<file path="src/rtl/fpm_pkg.sv">
// rtl/fpm_pkg.sv - shared widths and stage state encoding for the vector FP multiplier pipeline
package fpm_pkg;

    localparam int FPM_EXP_W  = 9;
    localparam int FPM_MANT_W = 48;
    localparam int FPM_LANES  = 4;

    // Encoding doubles as the held-beat count, so occupancy is the state itself.
    typedef enum logic [1:0] {
        EMPTY = 2'd0,
        ONE   = 2'd1,
        TWO   = 2'd2
    } fpm_stage_state_t;

endpackage

</file>
<file path="src/rtl/fpm_lane_mask.sv">
// rtl/fpm_lane_mask.sv - zeroes one lane's payload when the lane is inactive
// Ports: active (lane mask bit), sign/exp/mant/ov in, *_m masked copies out. Combinational.
module fpm_lane_mask
    import fpm_pkg::*;
#(
    parameter int EXP_W  = FPM_EXP_W,
    parameter int MANT_W = FPM_MANT_W
) (
    input  logic              active,
    input  logic              sign,
    input  logic [EXP_W-1:0]  exp,
    input  logic [MANT_W-1:0] mant,
    input  logic              ov,
    output logic              sign_m,
    output logic [EXP_W-1:0]  exp_m,
    output logic [MANT_W-1:0] mant_m,
    output logic              ov_m
);

    assign sign_m = sign & active;
    assign exp_m  = active ? exp : '0;
    assign mant_m = active ? mant : '0;
    assign ov_m   = ov & active;

endmodule

</file>
<file path="src/rtl/fpm_pipe_stage.sv">
// rtl/fpm_pipe_stage.sv - elastic 2-entry skid pipeline register for FP multiplier lanes
// Ports: clk, reset (async, active-low), in_valid/in_ready + in_mask/sign/exp/mant/ov upstream,
// out_valid/out_ready + out_mask/sign/exp/mant/ov downstream, occupancy (held beats).
// FPM_PIPE_FLUSH_EN adds a synchronous active-high flush input that empties the stage.
module fpm_pipe_stage
    import fpm_pkg::*;
#(
    parameter int LANES  = FPM_LANES,
    parameter int EXP_W  = FPM_EXP_W,
    parameter int MANT_W = FPM_MANT_W
) (
    input  logic                    clk,
    input  logic                    reset,
`ifdef FPM_PIPE_FLUSH_EN
    input  logic                    flush,
`endif
    input  logic                    in_valid,
    output logic                    in_ready,
    input  logic [LANES-1:0]        in_mask,
    input  logic [LANES-1:0]        in_sign,
    input  logic [LANES*EXP_W-1:0]  in_exp,
    input  logic [LANES*MANT_W-1:0] in_mant,
    input  logic [LANES-1:0]        in_ov,
    output logic                    out_valid,
    input  logic                    out_ready,
    output logic [LANES-1:0]        out_mask,
    output logic [LANES-1:0]        out_sign,
    output logic [LANES*EXP_W-1:0]  out_exp,
    output logic [LANES*MANT_W-1:0] out_mant,
    output logic [LANES-1:0]        out_ov,
    output logic [1:0]              occupancy
);

    // Whole beat flattened as {mask, sign, ov, exp, mant} so main/skid moves are one vector.
    localparam int PAY_W = 3*LANES + LANES*EXP_W + LANES*MANT_W;

    logic [LANES-1:0]        cap_sign;
    logic [LANES-1:0]        cap_ov;
    logic [LANES*EXP_W-1:0]  cap_exp;
    logic [LANES*MANT_W-1:0] cap_mant;
    logic [PAY_W-1:0]        cap_pay;

    for (genvar i = 0; i < LANES; i++) begin : g_lane
        fpm_lane_mask #(
            .EXP_W  (EXP_W),
            .MANT_W (MANT_W)
        ) u_lane_mask (
            .active (in_mask[i]),
            .sign   (in_sign[i]),
            .exp    (in_exp[i*EXP_W +: EXP_W]),
            .mant   (in_mant[i*MANT_W +: MANT_W]),
            .ov     (in_ov[i]),
            .sign_m (cap_sign[i]),
            .exp_m  (cap_exp[i*EXP_W +: EXP_W]),
            .mant_m (cap_mant[i*MANT_W +: MANT_W]),
            .ov_m   (cap_ov[i])
        );
    end

    assign cap_pay = {in_mask, cap_sign, cap_ov, cap_exp, cap_mant};

    fpm_stage_state_t state, next_state;
    logic [PAY_W-1:0] main_q;
    logic [PAY_W-1:0] skid_q;
    logic             in_ready_q;
    logic             out_valid_q;

    logic push, pop;
    logic load_main, load_skid, move_skid, clear;

    assign push = in_valid & in_ready_q;
    assign pop  = out_valid_q & out_ready;

    always_comb begin
        next_state = state;
        load_main  = 1'b0;
        load_skid  = 1'b0;
        move_skid  = 1'b0;
        clear      = 1'b0;
        unique case (state)
            EMPTY: begin
                if (push) begin
                    load_main  = 1'b1;
                    next_state = ONE;
                end
            end
            ONE: begin
                if (push && pop) begin
                    load_main = 1'b1;
                end else if (push) begin
                    load_skid  = 1'b1;
                    next_state = TWO;
                end else if (pop) begin
                    next_state = EMPTY;
                end
            end
            TWO: begin
                // in_ready is low here, so only a pop can change anything.
                if (pop) begin
                    move_skid  = 1'b1;
                    next_state = ONE;
                end
            end
            default: begin
                next_state = EMPTY;
                clear      = 1'b1;
            end
        endcase
`ifdef FPM_PIPE_FLUSH_EN
        // Flush wins over any concurrent push or pop; the incoming beat is dropped.
        if (flush) begin
            next_state = EMPTY;
            load_main  = 1'b0;
            load_skid  = 1'b0;
            move_skid  = 1'b0;
            clear      = 1'b1;
        end
`endif
    end

    always_ff @(posedge clk or negedge reset) begin
        if (!reset) begin
            state       <= EMPTY;
            main_q      <= '0;
            skid_q      <= '0;
            in_ready_q  <= 1'b1;
            out_valid_q <= 1'b0;
        end else begin
            state       <= next_state;
            // Both handshake outputs come from flops, so out_ready never reaches in_ready.
            in_ready_q  <= (next_state != TWO);
            out_valid_q <= (next_state != EMPTY);
            if (clear) begin
                main_q <= '0;
                skid_q <= '0;
            end else begin
                if (load_main) begin
                    main_q <= cap_pay;
                end else if (move_skid) begin
                    main_q <= skid_q;
                end
                if (load_skid) begin
                    skid_q <= cap_pay;
                end
            end
        end
    end

    assign in_ready  = in_ready_q;
    assign out_valid = out_valid_q;
    assign occupancy = state;
    assign {out_mask, out_sign, out_ov, out_exp, out_mant} = main_q;

endmodule

</file>
<file path="config.mk">
export PLATFORM = sky130hd
export DESIGN_NAME = fpm_pipe_stage
export DESIGN_NICKNAME = d
export VERILOG_FILES = /design/src/rtl/fpm_pkg.sv /design/src/rtl/fpm_lane_mask.sv /design/src/rtl/fpm_pipe_stage.sv
export SDC_FILE = /design/constraint.sdc
export NUM_CORES = 1
export LEC_CHECK = 0
export CAP_MARGIN = 20
export CORE_UTILIZATION = 40
export DETAILED_ROUTE_END_ITERATION = 10
export SYNTH_ARGS = -nofsm -noshare
export SYNTH_HDL_FRONTEND = slang
export SYNTH_HIERARCHICAL = 1
export SYNTH_SLANG_ARGS = --single-unit
</file>
<file path="constraint.sdc">
create_clock -name clk -period 2.96 [get_ports clk]
set_input_delay 0.444 -clock clk [delete_from_list [all_inputs] [get_ports clk]]
set_output_delay 0.444 -clock clk [all_outputs]
set_load 0.1 [all_outputs]
</file>
==> flow_metrics.env <==
export IMPL_cts_buffers=54
export IMPL_cp_cell_sequence="buf_4 -> buf_4"
export IMPL_layout_drive_gt1_share=0.169
export IMPL_finalSetupViolCount=0
export IMPL_viasPerCell=6.20
export IMPL_synthArstFlopShare=1.00
export IMPL_cts_max_level=2
export IMPL_placementRows=90
export IMPL_tightestPinTransition_ns=0.855
export IMPL_worstSetupEndpointType="output port"
export IMPL_rsz0062_at_grt="no"
export IMPL_wire_per_inst_um=23.2
export IMPL_syn_num_nets=2715
export IMPL_synth_area_mux_share=0
export IMPL_max_clock_path_buffers=3
export IMPL_period_needed_ns=2.61
export IMPL_critPathKind="register to output port"
export IMPL_slew_headroom=0.430
export IMPL_yosys_register_bits=484
export IMPL_initial_core_util=0.407
export IMPL_num_fill_cells=5486
export IMPL_max_cap_violations=0
export IMPL_critPathLaunchType="register"
export IMPL_die_y_um=251
export IMPL_drc=0
export IMPL_synth_top_area_share=0.489
export IMPL_outcome="finished clean"
export IMPL_clk_latency_ns=0.60
export IMPL_synth_compound_area_frac=0.185
export IMPL_cts_root_buf="clkbuf_16"
export IMPL_crit_buf_inv=2
export IMPL_post_cts_buffers=0
export IMPL_post_cts_resized=0
export IMPL_fp_dieW_um=251
export IMPL_p_total_uw=38900
export IMPL_final_nets=3032
export IMPL_vias=22400
export IMPL_vdd_ir_drop_max_v=0.000866
export IMPL_synth_top_family_by_area="simple AND/OR/NAND/NOR gates"
export IMPL_period_share=0.882
export IMPL_ant_nets=0
export IMPL_ys_types=28
export IMPL_design_core_area_mm2=0.0607
export IMPL_yosys_most_used_dff="dfrtp_1"
export IMPL_cp_data_required_time_ns=2.52
export IMPL_ioPinCount=488
export IMPL_finalHoldViolations=0
export IMPL_grt_pass1_wl_mm=131
export IMPL_synth_xor_area_frac=0.000354
export IMPL_power_density_mw_per_mm2=1230
export IMPL_fin_skew_ns=0.0171
export IMPL_antenna_found_initial=4
export IMPL_grt_max_degree=128
export IMPL_fmax_ghz=0.383
export IMPL_dr_pass1_iters=5
export IMPL_synthAdderAreaFrac=0
export IMPL_final_critical_path_setup_slack_ns=0.350
export IMPL_hpwlAfterDp_mm=49.5
export IMPL_crit_path_frequent_cell="buf_4"
export IMPL_synth_area_mm2=0.0247
export IMPL_dp_slack_ns=0.582
export IMPL_grtUsageTotal=0.260
export IMPL_syn_inst=2471
export IMPL_crit_fanout=43
export IMPL_synth_simple_area_share=0.236
export IMPL_synth_edf_count=0
export IMPL_whs_ns=0.419
export IMPL_wirelength_mm=84.1
export IMPL_cts_tree="done"
export IMPL_port_buffers=487
export IMPL_yosysSeqAreaShare=0.490
export IMPL_synth_most_common_cell="dfrtp_1"
export IMPL_cts_sinks=484
export IMPL_grt_pass1_vias=22500
export IMPL_place_congestion=0.807
export IMPL_power_leakage_uw=0.0135
export IMPL_hp_class="input port to asynchronous set/reset pin"
export IMPL_maxSlewViolCount=0
export IMPL_clk_pin_slew_ns=0.06
export IMPL_dieArea_mm2=0.0628
export IMPL_avgSynthCellArea_um2=10.0
export IMPL_synth_area_leaders="dfrtp_1 (49%), a221o_1 (9.7%), o311ai_0 (8.5%)"
export IMPL_area_growth_pct=28.1
export IMPL_tns_ns=0
export IMPL_synth_common_cells="dfrtp_1 (483), nand2b_1 (241)"
export IMPL_slowest_delay_ns=0.70
export IMPL_arrival_ns=2.17
export IMPL_overflow=0
export IMPL_critical_path_top_delay_family="buffers and inverters"
export IMPL_drt_iter0_markers=2123
export IMPL_cp_slowest_cell="dfrtp_4"
export IMPL_yosys_area_top_type="dfrtp_1"
export IMPL_ys_warn_count=6
## per-layer routing
metal,global-route usage,vias up,wire length [µm]
met5,0,-,13
met3,0.0394,155,5770
met1,0.369,11400,36400
li1,-,9857,-
met4,0.101,2,2890
met2,0.400,980,39000
## final timing paths
path / from / end / slack [ns] / depth (start not counted)
max in group asynchronous: reset / skid_q[125]$_DFFE_PN0P_ / 1.52 / 4
max reg2reg: occupancy[0]$_DFF_PN0_ / main_q[112]$_DFFE_PN0P_ / 0.76 / 4
min: reset / main_q[194]$_DFFE_PN0P_ / 0.42 / 2
min in group clk: in_mask[2] / skid_q[238]$_DFFE_PN0P_ / 0.45 / 3
max: occupancy[0]$_DFF_PN0_ / occupancy[0] / 0.35 / 2
min reg2reg: main_q[150]$_DFFE_PN0P_ / main_q[150]$_DFFE_PN0P_ / 0.51 / 1
## metrics by stage
step,util,instance area [µm²],std cells
after floorplan,-,24700,2471
after global placement,0.488,29600,3513
after detailed placement,0.488,29600,3513
after CTS,0.521,31700,3616
after global routing,0.522,31700,3618
final,0.522,31700,3619
## cell usage in the layout, fill, tap and decap left out, types with 2 or more instances in the layout
cell type	instances
clkbuf_16	57
o311ai_0	240
bufinv_16	9
inv_1	240
o21ai_0	3
dfrtp_4	2
clkdlybuf4s50_1	240
clkbuf_8	15
buf_12	36
a221o_1	240
dfrtp_1	481
nand4_1	240
and2_2	64
buf_4	272
buf_2	2
diode_2	3
and2_1	173
nor3_1	240
nand2b_1	240
clkbuf_1	8
clkinvlp_4	2
clkinv_2	10
## sequential cells by signal, indices dropped and copies added (netlist names)
| name | flops |
|---|---|
| out_valid | 1 |
| main_q | 240 |
| skid_q | 240 |
| in_ready | 1 |
| occupancy | 2 |
## power by group
group	internal (µW)	switching, µW
sequential	9440	1940
combinational	5410	14600
clock	4660	2890
total	19500	19400
## what timing repair did
action | CTS | global route
hold endpoints to repair | 62 | 0
endpoints found under the setup margin | 0 | 0
hold buffers | 1 | 0
## area by class of cell
class                      instances  area [µm²]  area share
sequential                       484       12100       0.383
clock inverter                    22         344      0.0109
clock buffer                      80        1660      0.0525
multi-input combinational       1456       10400       0.330
tap                              782         978      0.0309
inverter                         240         901      0.0285
timing repair buffer             552        5200       0.164
antenna                            3        7.51    0.000237
## kinds of logic (layout without fill, tap and decap cells)
group,count (synthesis),count (layout)
other cells,0,3
flops,484,484
simple gates,968,968
xor+xnor,1,1
buf+inv,531,894
compound gates,487,487
(Power assumes the default switching activity.)
